==> src/rtl/decode_stage.sv <==
// MIPS instruction-decode stage: combinational decode of the incoming word into a
// 2-entry (main + skid) output buffer with a registered in_ready.
module decode_stage #(
    parameter int unsigned XLEN    = 32,
    parameter bit          EXT_ISA = 1'b1,
    parameter int unsigned CMD_W   = 5
) (
    input  logic             clk,
    input  logic             reset,
    input  logic             flush,
    input  logic             in_valid,
    output logic             in_ready,
    input  logic [31:0]      in_instr,
    input  logic [XLEN-1:0]  in_pc,
    output logic             out_valid,
    input  logic             out_ready,
    output logic [CMD_W-1:0] out_cmd,
    output logic [4:0]       out_rs,
    output logic [4:0]       out_rt,
    output logic [4:0]       out_rd,
    output logic [4:0]       out_shamt,
    output logic [XLEN-1:0]  out_imm,
    output logic [XLEN-1:0]  out_jaddr,
    output logic [XLEN-1:0]  out_pc,
    output logic             out_illegal
);

    localparam logic [CMD_W-1:0] CMD_LW      = CMD_W'(0);
    localparam logic [CMD_W-1:0] CMD_SW      = CMD_W'(1);
    localparam logic [CMD_W-1:0] CMD_J       = CMD_W'(2);
    localparam logic [CMD_W-1:0] CMD_JAL     = CMD_W'(3);
    localparam logic [CMD_W-1:0] CMD_BEQ     = CMD_W'(4);
    localparam logic [CMD_W-1:0] CMD_BNE     = CMD_W'(5);
    localparam logic [CMD_W-1:0] CMD_XORI    = CMD_W'(6);
    localparam logic [CMD_W-1:0] CMD_ADDI    = CMD_W'(7);
    localparam logic [CMD_W-1:0] CMD_JR      = CMD_W'(8);
    localparam logic [CMD_W-1:0] CMD_ADD     = CMD_W'(9);
    localparam logic [CMD_W-1:0] CMD_SUB     = CMD_W'(10);
    localparam logic [CMD_W-1:0] CMD_SLT     = CMD_W'(11);
    localparam logic [CMD_W-1:0] CMD_ANDI    = CMD_W'(12);
    localparam logic [CMD_W-1:0] CMD_ORI     = CMD_W'(13);
    localparam logic [CMD_W-1:0] CMD_LUI     = CMD_W'(14);
    localparam logic [CMD_W-1:0] CMD_AND     = CMD_W'(15);
    localparam logic [CMD_W-1:0] CMD_OR      = CMD_W'(16);
    localparam logic [CMD_W-1:0] CMD_NOR     = CMD_W'(17);
    localparam logic [CMD_W-1:0] CMD_SLL     = CMD_W'(18);
    localparam logic [CMD_W-1:0] CMD_SRL     = CMD_W'(19);
    localparam logic [CMD_W-1:0] CMD_ILLEGAL = CMD_W'(31);

    localparam logic [5:0] OP_RTYPE = 6'h00;
    localparam logic [5:0] OP_J     = 6'h02;
    localparam logic [5:0] OP_JAL   = 6'h03;
    localparam logic [5:0] OP_BEQ   = 6'h04;
    localparam logic [5:0] OP_BNE   = 6'h05;
    localparam logic [5:0] OP_ADDI  = 6'h08;
    localparam logic [5:0] OP_ANDI  = 6'h0c;
    localparam logic [5:0] OP_ORI   = 6'h0d;
    localparam logic [5:0] OP_XORI  = 6'h0e;
    localparam logic [5:0] OP_LUI   = 6'h0f;
    localparam logic [5:0] OP_LW    = 6'h23;
    localparam logic [5:0] OP_SW    = 6'h2b;

    localparam logic [5:0] FN_SLL = 6'h00;
    localparam logic [5:0] FN_SRL = 6'h02;
    localparam logic [5:0] FN_JR  = 6'h08;
    localparam logic [5:0] FN_ADD = 6'h20;
    localparam logic [5:0] FN_SUB = 6'h22;
    localparam logic [5:0] FN_AND = 6'h24;
    localparam logic [5:0] FN_OR  = 6'h25;
    localparam logic [5:0] FN_NOR = 6'h27;
    localparam logic [5:0] FN_SLT = 6'h2a;

    typedef struct packed {
        logic [CMD_W-1:0] cmd;
        logic [4:0]       rs;
        logic [4:0]       rt;
        logic [4:0]       rd;
        logic [4:0]       shamt;
        logic [XLEN-1:0]  imm;
        logic [XLEN-1:0]  jaddr;
        logic [XLEN-1:0]  pc;
        logic             illegal;
    } entry_t;

    typedef enum logic [1:0] {
        StEmpty,
        StOne,
        StTwo
    } state_e;

    logic [5:0]       opcode;
    logic [5:0]       funct;
    logic [CMD_W-1:0] dec_cmd;
    logic [XLEN-1:0]  dec_imm;
    entry_t           dec;

    state_e state_q, state_d;
    entry_t main_q, main_d;
    entry_t skid_q, skid_d;
    logic   in_ready_q, in_ready_d;
    logic   accept;

    assign opcode = in_instr[31:26];
    assign funct  = in_instr[5:0];

    // Extended encodings fall through to ILLEGAL when EXT_ISA is 0.
    always_comb begin
        dec_cmd = CMD_ILLEGAL;
        case (opcode)
            OP_LW:   dec_cmd = CMD_LW;
            OP_SW:   dec_cmd = CMD_SW;
            OP_J:    dec_cmd = CMD_J;
            OP_JAL:  dec_cmd = CMD_JAL;
            OP_BEQ:  dec_cmd = CMD_BEQ;
            OP_BNE:  dec_cmd = CMD_BNE;
            OP_XORI: dec_cmd = CMD_XORI;
            OP_ADDI: dec_cmd = CMD_ADDI;
            OP_ANDI: if (EXT_ISA) dec_cmd = CMD_ANDI;
            OP_ORI:  if (EXT_ISA) dec_cmd = CMD_ORI;
            OP_LUI:  if (EXT_ISA) dec_cmd = CMD_LUI;
            OP_RTYPE: begin
                case (funct)
                    FN_JR:  dec_cmd = CMD_JR;
                    FN_ADD: dec_cmd = CMD_ADD;
                    FN_SUB: dec_cmd = CMD_SUB;
                    FN_SLT: dec_cmd = CMD_SLT;
                    FN_AND: if (EXT_ISA) dec_cmd = CMD_AND;
                    FN_OR:  if (EXT_ISA) dec_cmd = CMD_OR;
                    FN_NOR: if (EXT_ISA) dec_cmd = CMD_NOR;
                    FN_SLL: if (EXT_ISA) dec_cmd = CMD_SLL;
                    FN_SRL: if (EXT_ISA) dec_cmd = CMD_SRL;
                    default: ;
                endcase
            end
            default: ;
        endcase
    end

    always_comb begin
        dec_imm = XLEN'($signed(in_instr[15:0]));
        if (dec_cmd == CMD_XORI || dec_cmd == CMD_ANDI || dec_cmd == CMD_ORI) begin
            dec_imm = XLEN'(in_instr[15:0]);
        end else if (dec_cmd == CMD_LUI) begin
            dec_imm = XLEN'({in_instr[15:0], 16'h0000});
        end
    end

    always_comb begin
        dec.cmd     = dec_cmd;
        dec.rs      = in_instr[25:21];
        dec.rt      = in_instr[20:16];
        dec.rd      = in_instr[15:11];
        dec.shamt   = in_instr[10:6];
        dec.imm     = dec_imm;
        dec.jaddr   = {in_pc[XLEN-1:28], in_instr[25:0], 2'b00};
        dec.pc      = in_pc;
        dec.illegal = (dec_cmd == CMD_ILLEGAL);
    end

    assign accept = in_valid & in_ready_q;

    always_comb begin
        state_d = state_q;
        main_d  = main_q;
        skid_d  = skid_q;
        if (flush) begin
            state_d = StEmpty;
        end else begin
            unique case (state_q)
                StEmpty: begin
                    if (accept) begin
                        main_d  = dec;
                        state_d = StOne;
                    end
                end
                StOne: begin
                    if (accept && out_ready) begin
                        main_d = dec;
                    end else if (accept) begin
                        skid_d  = dec;
                        state_d = StTwo;
                    end else if (out_ready) begin
                        state_d = StEmpty;
                    end
                end
                StTwo: begin
                    if (out_ready) begin
                        main_d  = skid_q;
                        state_d = StOne;
                    end
                end
                default: state_d = StEmpty;
            endcase
        end
        // Registered copy of the next state keeps in_ready free of combinational paths.
        in_ready_d = (state_d != StTwo);
    end

    always_ff @(posedge clk or posedge reset) begin
        if (reset) begin
            state_q    <= StEmpty;
            main_q     <= '0;
            skid_q     <= '0;
            in_ready_q <= 1'b1;
        end else begin
            state_q    <= state_d;
            main_q     <= main_d;
            skid_q     <= skid_d;
            in_ready_q <= in_ready_d;
        end
    end

    assign in_ready    = in_ready_q;
    assign out_valid   = (state_q != StEmpty);
    assign out_cmd     = main_q.cmd;
    assign out_rs      = main_q.rs;
    assign out_rt      = main_q.rt;
    assign out_rd      = main_q.rd;
    assign out_shamt   = main_q.shamt;
    assign out_imm     = main_q.imm;
    assign out_jaddr   = main_q.jaddr;
    assign out_pc      = main_q.pc;
    assign out_illegal = main_q.illegal;

endmodule

==> config.mk <==
export PLATFORM = sky130hd
export DESIGN_NAME = decode_stage
export DESIGN_NICKNAME = d
export VERILOG_FILES = /design/src/rtl/decode_stage.sv
export SDC_FILE = /design/constraint.sdc
export NUM_CORES = 1
export LEC_CHECK = 0
export ABC_AREA = 1
export BUFFER_PORTS_ARGS = -buffer_cell sky130_fd_sc_hd__buf_2
export CORE_MARGIN = 2
export CORE_UTILIZATION = 55
export DETAILED_ROUTE_END_ITERATION = 7
export PLACE_DENSITY = 0.89
export SYNTH_ARGS = -nofsm -noshare
export SYNTH_HDL_FRONTEND = slang
export SYNTH_SLANG_ARGS = --single-unit
==> constraint.sdc <==
create_clock -name clk -period 12.2 [get_ports clk]
set_input_delay 2.44 -clock clk [delete_from_list [all_inputs] [get_ports clk]]
set_output_delay 2.44 -clock clk [all_outputs]
set_load 0.05 [all_outputs]
==> run metrics <==
outcome=finished clean; flop-to-flop setup slack=9280 ps; Slew @ Worst Pin=1050 ps; ratio of cells with drive above 1 in the final layout=21.4%; placed inst area=0.00967 mm^2; WL final=21,000 um; Pre-Repair DR Iteration Count=5; area of the mapped netlist=0.00883 mm^2; power share of the clock group=27.0%; FF-to-FF path depth=8; final period utilization=37.1%; share of the synthesized area in the top cell type=54.9%; internal power=0.00123 W; number of synthesized flops with an enable pin=0; skew final=9.14 ps; largest area contributor in the synthesized netlist=dfrtp_1; Initial Util=56.0%; area growth from synthesis to layout=15.9%; sequential-to-total area share from yosys stat=55.2%; CTS tree=yes; setup TNS=0 ps; area of the multi-input gates=0.00335 mm^2; synthesized area per cell=8.14 um^2; Yosys warning count=0; I/O pin cnt=193; post-route minimum period=4530 ps; slowest CP cell=buf_4; first-pass GRT wire length=33,900 um; final core occ=65.0%; clock-pin slew on the worst setup and hold paths=70 ps; sw frac=38.6%; vias in the first global route=6,995; initial antenna violation count=1; CP Capture Point=skid_q[74]$_DFFE_PP0P_; WP depth=9; peak supply drop=0.115 mV; total track usage=25.0%; max cap viols=0; r2r endpoint=out_imm[17]$_DFFE_PP0P_; Worst EP required=12,470 ps; Finish-stage setup viols=0; CP Data Arrival Time=4800 ps; Hold WS=468 ps; clk root buf=clkbuf_16; CTS Buf Count=17; top-count cell post-synth=nand2_1; hpwl dp=13,200 um; GPL Wtd Cong=0.828; Max stage delay on crit path=670 ps; Max Slew Vio Count=0; crit path capture type=flip-flop; Async SR Flop Fraction=100%; cell family with most CP delay=buffers and inverters; Design Area, Final=0.0102 mm^2; fill count=1,352; worst r2r src=in_ready$_DFF_PP1_; I/O Buffers=190; core area=0.0158 mm^2; chip height=131 um; CP startpoint=flush; CP Class=in2reg; clock sinks=195; # DRC=0; Post-DRT Antenna Nets=0; wire length per cell=14.6 um; Final Hold Fails=0; clock buffer depth=2; Comb power frac=29.1%; Max H-tree Level=4; Vias per Instance=5.28; Hold Crit Class=reg2reg; flip-flop and latch area=0.00488 mm^2; post-cts sizing count=0; list of most frequent post-synthesis cells=nand2_1 (452), dfrtp_1 (194), nor2_1 (98); setup bufs post-CTS=0; Synth area leaders=dfrtp_1 (55%), nand2_1 (19%), nor2_1 (4.2%); Max Fclk=221 MHz; Slew headroom=30.1%; RSZ-0062 raised after global routing=no; final net count=1,283; via count=7,631; Synth Register Bits=195; NetSw=0.000777 W; post-synthesis cell count=1,085; Initial DRC Count=603; CP bufs+invs=5; crit-path cells=buf_2 -> nor2_1 -> inv_1 -> nor3_4 -> buf_4 -> clkinv_2 -> buf_4 -> nand2_1 -> o21ai_0; ys flop type=dfrtp_1; Static Leak=5.36 nW; CP dominant cell by count=buf_4; Clock Latency Late Sink=420 ps; pwr dens=196 mW/mm^2; total die area=0.0171 mm^2; largest net degree at the start of global routing=112; Crit Path Max Fanout=87; num rows=46; CTS Hold Buffers Added=0; Reg power frac=43.9%; Synth cell types=33; total congestion overflow=0; die width=131 um; crit path launch type=primary input
placed cells by master, fill, tap and decap left out, drive strengths merged:
cell type	instances
clkbuf	22
o21a	1
nand3	18
dfstp	1
o22ai	1
nor2	108
clkinv	5
o21ai	93
nand2	458
o2111ai	13
dfrtp	194
a21oi	17
a31oi	45
o21bai	1
diode	1
clkinvlp	3
o211ai	1
nor3	1
conb	2
buf	197
a211oi	1
nand4	2
inv	41
bufinv	1
nand3b	1
layout make-up:
type	count	share of cell area, %
multi-input combinational	763	32.7
sequential	195	47.6
antenna	1	0.0244
timing repair buffer	197	9.80
clock buffer	22	4.63
clock inverter	10	0.953
inverter	40	1.58
tap	216	2.64
power by group through the flow:
| stage | registers (W) | clock network [W] | logic, W |
|---|---|---|---|
| finish | 0.000883 | 0.000542 | 0.000585 |
| global route | 0.000902 | 0.000575 | 0.000633 |
| CTS | 0.000882 | 0.000548 | 0.000589 |
| detailed placement | 0.000891 | 0 | 0.000587 |
| global placement | 0.000888 | 0 | 0.000570 |
| floorplan | 0.00109 | 0 | 0.000254 |
registers in the layout, summed over array words and instances (netlist names):
signal	count
out_cmd	5
skid_q	96
out_jaddr	11
state_q	2
out_rs	4
out_rt	4
out_rd	4
in_ready	1
out_shamt	4
out_pc	31
out_imm	32
out_illegal	1
worst reg2reg max path, delay by kind of cell (launching register included):
kind            cells  cell delay [ps]
flops               1              530
buf+inv             3             1510
compound gates      3              630
simple gates        2              170
how the worst min path moves through the flow:
| stage | from | end | depth (start not counted) |
|---|---|---|---|
| 2_1_floorplan | skid_q[100]$_DFFE_PP0P_ | skid_q[100]$_DFFE_PP0P_ | 2 |
| 3_3_place_gp | skid_q[104]$_DFFE_PP0P_ | skid_q[104]$_DFFE_PP0P_ | 2 |
| 3_5_place_dp | skid_q[102]$_DFFE_PP0P_ | skid_q[102]$_DFFE_PP0P_ | 2 |
| 4_1_cts | skid_q[38]$_DFFE_PP0P_ | skid_q[38]$_DFFE_PP0P_ | 2 |
| 5_1_grt | skid_q[112]$_DFFE_PP0P_ | skid_q[112]$_DFFE_PP0P_ | 2 |
| 6_report | skid_q[102]$_DFFE_PP0P_ | skid_q[102]$_DFFE_PP0P_ | 2 |
metrics by stage:
stage / cells / total power (W) / setup slack (ps)
5_1_grt: 1443 / 0.00211 / 7390
6_report: 1444 / 0.00201 / 7670
4_1_cts: 1443 / 0.00202 / 7690
3_3_place_gp: 1411 / 0.00146 / 7380
3_5_place_dp: 1411 / 0.00148 / 7270
2_1_floorplan: 1086 / 0.00135 / 4450
per-layer routing:
layer / part of all wire, % / up-vias / routed length, um / global-route usage (%)
met5: 0 / - / 0 / 0
met4: 2.5 / 0 / 518 / 11.0
met3: 5.4 / 36 / 1140 / 4.03
met2: 49 / 280 / 10200 / 39.9
met1: 43 / 3614 / 9140 / 34.2
li1: - / 3701 / - / -
logic make-up after synthesis:
family | Yosys count | synth area share [%]
DFF | 195 | 55.2
buffers and inverters | 128 | 7.00
AOI/OAI and AO/OA | 173 | 11.2
other | 1 | 0.0424
and+or+nand+nor | 588 | 26.5
Note: power is estimated with default switching activity, not from simulation.
